`src/rtl/control_sequencer.sv`:
```
// Microstep counter and microcode decoder for the 8-bit computer.
// Produces the 16-bit control word from the current step, opcode and ALU flags.
module control_sequencer #(
  parameter int NUM_STEPS = 5,
  parameter bit EARLY_END = 1'b1
) (
  input  logic        clk,
  input  logic        rst_n,
  input  logic [3:0]  opcode,
  input  logic        carry_flag,
  input  logic        zero_flag,
  output logic [15:0] ctrl,
  output logic [2:0]  step,
  output logic        halted
);

  localparam logic [2:0]  LAST_STEP = 3'(NUM_STEPS - 1);
  localparam logic [3:0]  OP_HLT    = 4'hF;
  localparam logic [15:0] CW_HLT    = 16'h8000;

  logic [2:0] r_step;
  logic       r_halted;
  logic [2:0] w_step_inc;
  logic [2:0] w_step_nxt;
  logic       w_halted_nxt;

  function automatic logic [15:0] decode(input logic [2:0] s, input logic [3:0] op,
                                         input logic c, input logic z);
    logic [15:0] w;
    w = 16'h0000;
    case (s)
      3'd0: w = 16'h4004;
      3'd1: w = 16'h1408;
      3'd2: begin
        case (op)
          4'h1, 4'h2, 4'h3, 4'h4: w = 16'h4800;
          4'h5:    w = 16'h0A00;
          4'h6:    w = 16'h0802;
          4'h7:    w = c ? 16'h0802 : 16'h0000;
          4'h8:    w = z ? 16'h0802 : 16'h0000;
          4'hE:    w = 16'h0110;
          4'hF:    w = CW_HLT;
          default: w = 16'h0000;
        endcase
      end
      3'd3: begin
        case (op)
          4'h1:       w = 16'h1200;
          4'h2, 4'h3: w = 16'h1020;
          4'h4:       w = 16'h2100;
          default:    w = 16'h0000;
        endcase
      end
      3'd4: begin
        case (op)
          4'h2:    w = 16'h0281;
          4'h3:    w = 16'h02C1;
          default: w = 16'h0000;
        endcase
      end
      default: w = 16'h0000;
    endcase
    return w;
  endfunction

  always_ff @(posedge clk or negedge rst_n) begin
    if (!rst_n) begin
      r_step   <= 3'd0;
      r_halted <= 1'b0;
    end else begin
      r_step   <= w_step_nxt;
      r_halted <= w_halted_nxt;
    end
  end

  // HLT freezes the counter at T2; steps 0 and 1 never end early since opcode is stale.
  always_comb begin
    w_step_inc   = r_step + 3'd1;
    w_step_nxt   = w_step_inc;
    w_halted_nxt = r_halted;
    if (r_halted) begin
      w_step_nxt = r_step;
    end else if (r_step == 3'd2 && opcode == OP_HLT) begin
      w_step_nxt   = r_step;
      w_halted_nxt = 1'b1;
    end else if (r_step == LAST_STEP) begin
      w_step_nxt = 3'd0;
    end else if (EARLY_END && r_step >= 3'd2 &&
                 decode(w_step_inc, opcode, carry_flag, zero_flag) == 16'h0000) begin
      w_step_nxt = 3'd0;
    end
  end

  always_comb begin
    ctrl = 16'h0000;
    if (!rst_n)
      ctrl = 16'h0000;
    else if (r_halted)
      ctrl = CW_HLT;
    else
      ctrl = decode(r_step, opcode, carry_flag, zero_flag);
  end

  assign step   = r_step;
  assign halted = r_halted;

endmodule

```
`config.mk`:
```
export PLATFORM = sky130hd
export DESIGN_NAME = control_sequencer
export DESIGN_NICKNAME = d
export VERILOG_FILES = /design/src/rtl/control_sequencer.sv
export SDC_FILE = /design/constraint.sdc
export NUM_CORES = 1
export LEC_CHECK = 0
export ABC_AREA = 1
export CAP_MARGIN = 15
export CORE_UTILIZATION = 40
export CTS_BUF_LIST = sky130_fd_sc_hd__clkbuf_4 sky130_fd_sc_hd__clkbuf_8 sky130_fd_sc_hd__clkbuf_16
export CTS_CLUSTER_DIAMETER = 120
export DETAILED_ROUTE_END_ITERATION = 10
export GPL_TIMING_DRIVEN = 1
export HOLD_SLACK_MARGIN = 0.08
export PLACE_DENSITY = 0.77
export RECOVER_POWER = 100
export SYNTH_ARGS = -nofsm -noshare
export SYNTH_HDL_FRONTEND = slang
export SYNTH_SLANG_ARGS = --single-unit
```
`constraint.sdc`:
```
create_clock -name clk -period 2.3 [get_ports clk]
set_clock_uncertainty 0.15 [all_clocks]
set_input_delay 0.345 -clock clk [delete_from_list [all_inputs] [get_ports clk]]
set_output_delay 0.345 -clock clk [all_outputs]
set_load 0.005 [all_outputs]
```
==> summary.txt <==
Outcome
  • Status: finished clean

Worst setup path
  • CP arrival: ~1.8 ns
  • Last element of the critical path: ctrl[11]
  • Setup crit start kind: input port
  • WP depth: 8
  • Setup Crit Path Kind: input port to output port
  • Critical Path Start: rst_n
  • RR Startpoint: step[1]
  • CP endpoint kind: output port
  • Crit path buffers/inverters: 5
  • R2R setup slack: between 0.5 and 0.6 ns
  • CP max stage cell: dlygate4sd3_1
  • RR Endpoint: step[2]
  • Largest stage delay, worst path: 0.56 ns
  • CP max FO: 3
  • CP required: between 1.5 and 2 ns
  • Crit-path cells: dlygate4sd3_1 > inv_1 > nor2_2 > inv_1 > nor2_2 > inv_1 > a41oi_1 > clkbuf_2
  • CP dominant cell by count: inv_1
  • Worst reg2reg path depth: 8
  • Delay-heaviest family, CP: buffers and inverters

Clock tree
  • Worst-path clk slew: 0.04 ns
  • CTS max path bufs: 2
  • Hold-fix buffers, CTS: 0
  • H-tree Lvls: 1
  • CTS root buf: clkbuf_4
  • Worst skew pair latency: 0.23 ns
  • CTS tree: done
  • Clk sink count: 4
  • Num CTS Buffers: 3

Floorplanning
  • Die height: 41.67 um
  • Core area: 1383 um2
  • Cell Rows: 13
  • Ports: 28
  • Die area: 1736 um2
  • Initial core utilization: 0.4552
  • Die X: around 42 um

Pwr
  • Reg power frac: 0.167
  • Comb pwr share: 0.730
  • Switching part of the total: 0.4721
  • Clk network pwr share: 0.103
  • Max IR drop VDD: 639.9 uV
  • Int Pwr: 441.6 uW
  • LEAKAGE: between 0.0006 and 0.0007 uW
  • Switching power: 395.0 uW
  • Power Dens Cells: 753.8 nW/um2

Synthesis
  • Main synth FF type: dfrtp_1
  • Top-count cell post-synth: nand2_1
  • Post-synthesis cell count: around 110
  • Post-synth top area share: 0.1670
  • Asr flop ratio synth: 1.000
  • #FFs+latches synth: 4
  • Cell variety after synth: 20
  • Avg Cell Area, Syn: between 5 and 6 um2
  • Sequential-to-total area share from yosys stat: 0.1590
  • Syn nets: ~120
  • Synth area leader: nand2_1
  • Synth Warn #: 0
  • Post-synth EDFFs: 0
  • Synth cell count leaders: nand2_1, nor2_1, inv_1
  • Cell Area, Synth: 629.4 um2
  • Ranking of synthesized cells by area: nand2_1, dfrtp_1, ha_1

Route
  • Vias: ~900
  • Drt drc: 0
  • Pre-antenna DRT Iters: 4
  • Post-DRT Antenna Nets: 0
  • Total routed wirelength: 2115 um
  • Post-DR wirelength/cell: 12.30 um
  • Vias per inst: 5.244
  • Initial drt markers: 20

Worst hold path
  • Worst hold path type: input port to async pin

Global route
  • Vias in the first global route: a little over 800
  • Overall Global Routing Usage: 0.2444
  • First-pass GRT wire length: ~3400 um
  • Pin count of the biggest net entering global routing: 8
  • Initial antenna violation count: 0
  • Grt total ovfl: 0

STA
  • WHS: 0.3671 ns
  • Max transition margin: 0.8583
  • Hold violation count in the final report: 0
  • Fin crit period: around 2.3 ns
  • Final worst slack: about 0.046 ns
  • Fmax: 443.6 MHz
  • Final setup viols: 0
  • Worst Tran Pin Value: around 0.21 ns
  • Fin. max-slew vios: 0
  • Period utilization: 0.9801
  • RSZ-0062 raised after global routing: true

Placed design
  • # port buffers: 27
  • Dpl cells: between 150 and 200
  • Global placement routability congestion: 0.8688
  • DP HPWL: 1596 um
  • Setup WS pre-CTS: -0.3503 ns

Cells and area
  • Antenna fix cells: 0
  • Area added between synthesis and finish: 76.34%
  • Post-route insts no fill: 172
  • Share of cells above drive strength 1: 0.3503
  • Final nets: 174

Flow run
  • Max-cap violations: 0
flip-flops by register name, indices dropped and copies added, names as in the netlist:
name	flops
halted	1
step	3
cells by family (layout without fill, tap and decap cells):
| logic type | Yosys count | count (layout) | share of synthesized area |
|---|---|---|---|
| adder cells (fa/ha/maj) | 7 | 7 | 0.1392 |
| buffers and inverters | 22 | 72 | 0.1431 |
| AND/OR/NAND/NOR | 65 | 65 | 0.4652 |
| flip-flops | 4 | 4 | 0.1591 |
| AO/OA/AOI/OAI | 9 | 9 | 0.09345 |
repair_timing:
| item | CTS | global route |
|---|---|---|
| pin swaps | 3 | 3 |
| cloned | 0 | 0 |
| resized for setup | 29 | 17 |
| buffers inserted | 3 | 0 |
| setup endpoints to repair | 16 | 6 |
power by group through the flow:
stage,logic [uW],registers [uW],clock network (uW)
finish,611,139,86.1
global placement,579,131,0
global route,683,144,95.5
detailed placement,594,132,0
floorplan,300,148,0
CTS,600,132,90.2
how the worst min path moves through the flow:
| stage | from | to | slack, ns | depth (start not counted) |
|---|---|---|---|---|
| floorplan | rst_n | halted | -0.10 | 0 |
| global placement | step[1] | step[1] | 0.41 | 2 |
| detailed placement | step[1] | step[1] | 0.45 | 2 |
| CTS | rst_n | halted | 0.27 | 2 |
| global route | rst_n | halted | 0.39 | 2 |
| finish | rst_n | halted | 0.37 | 2 |
cell usage in the layout, fill, tap and decap left out:
cell type,synthesis,layout
clkdlybuf4s50_1,0,6
nor2_2,5,9
a41oi_1,1,1
inv_1,16,15
clkbuf_4,0,3
ha_1,7,4
nand3_2,0,1
nand4_1,2,2
buf_4,2,19
a211oi_1,1,1
a31oi_1,1,1
nand2_4,1,1
dfrtp_1,4,4
nand2_2,2,5
dlygate4sd3_1,0,2
inv_2,4,5
nand3_1,5,4
nand2_1,28,25
o21ai_1,0,1
o21ai_0,3,1
o22ai_1,2,2
nor2_1,18,13
a21oi_2,1,1
ha_4,0,1
o21ai_2,0,1
ha_2,0,2
nor3_2,0,2
nor2_4,0,1
clkbuf_2,0,3
clkbuf_1,0,3
nor4_2,1,1
nor3_1,3,1
dlygate4sd2_1,0,15
dlymetal6s2s_1,0,1
per-stage QoR:
| step | setup TNS (ns) | util | total power, uW | instance area, um2 |
|---|---|---|---|---|
| floorplan | 0 | - | 448.7 | 629.4 |
| global placement | -2.202 | 0.7566 | 709.9 | 1046 |
| detailed placement | -2.849 | 0.7566 | 726.3 | 1046 |
| CTS | 0 | 0.7946 | 822.9 | 1099 |
| global route | -0.05144 | 0.8027 | 922.9 | 1110 |
| finish | 0 | 0.8027 | 836.6 | 1110 |
layout make-up:
type                            count  area, um2
Fill cell                         111      272.8
Multi-Input combinational cell     81      500.5
Clock buffer                        3      22.52
Inverter                           20      75.07
Timing Repair Buffer               49      392.9
Tap cell                           15      18.77
Sequential cell                     4      100.1
routing by layer:
| layer | vias to the layer above | track usage | routed length [um] | share of wire |
|---|---|---|---|---|
| met5 | - | 0 | 0 | 0 |
| met4 | 0 | 0.09677 | 33 | 0.016 |
| met3 | 4 | 0.03043 | 119 | 0.056 |
| met2 | 43 | 0.4250 | 1062 | 0.50 |
| met1 | 421 | 0.3021 | 899 | 0.43 |
| li1 | 434 | - | - | - |
No activity file was read; power rests on OpenSTA's default activity.
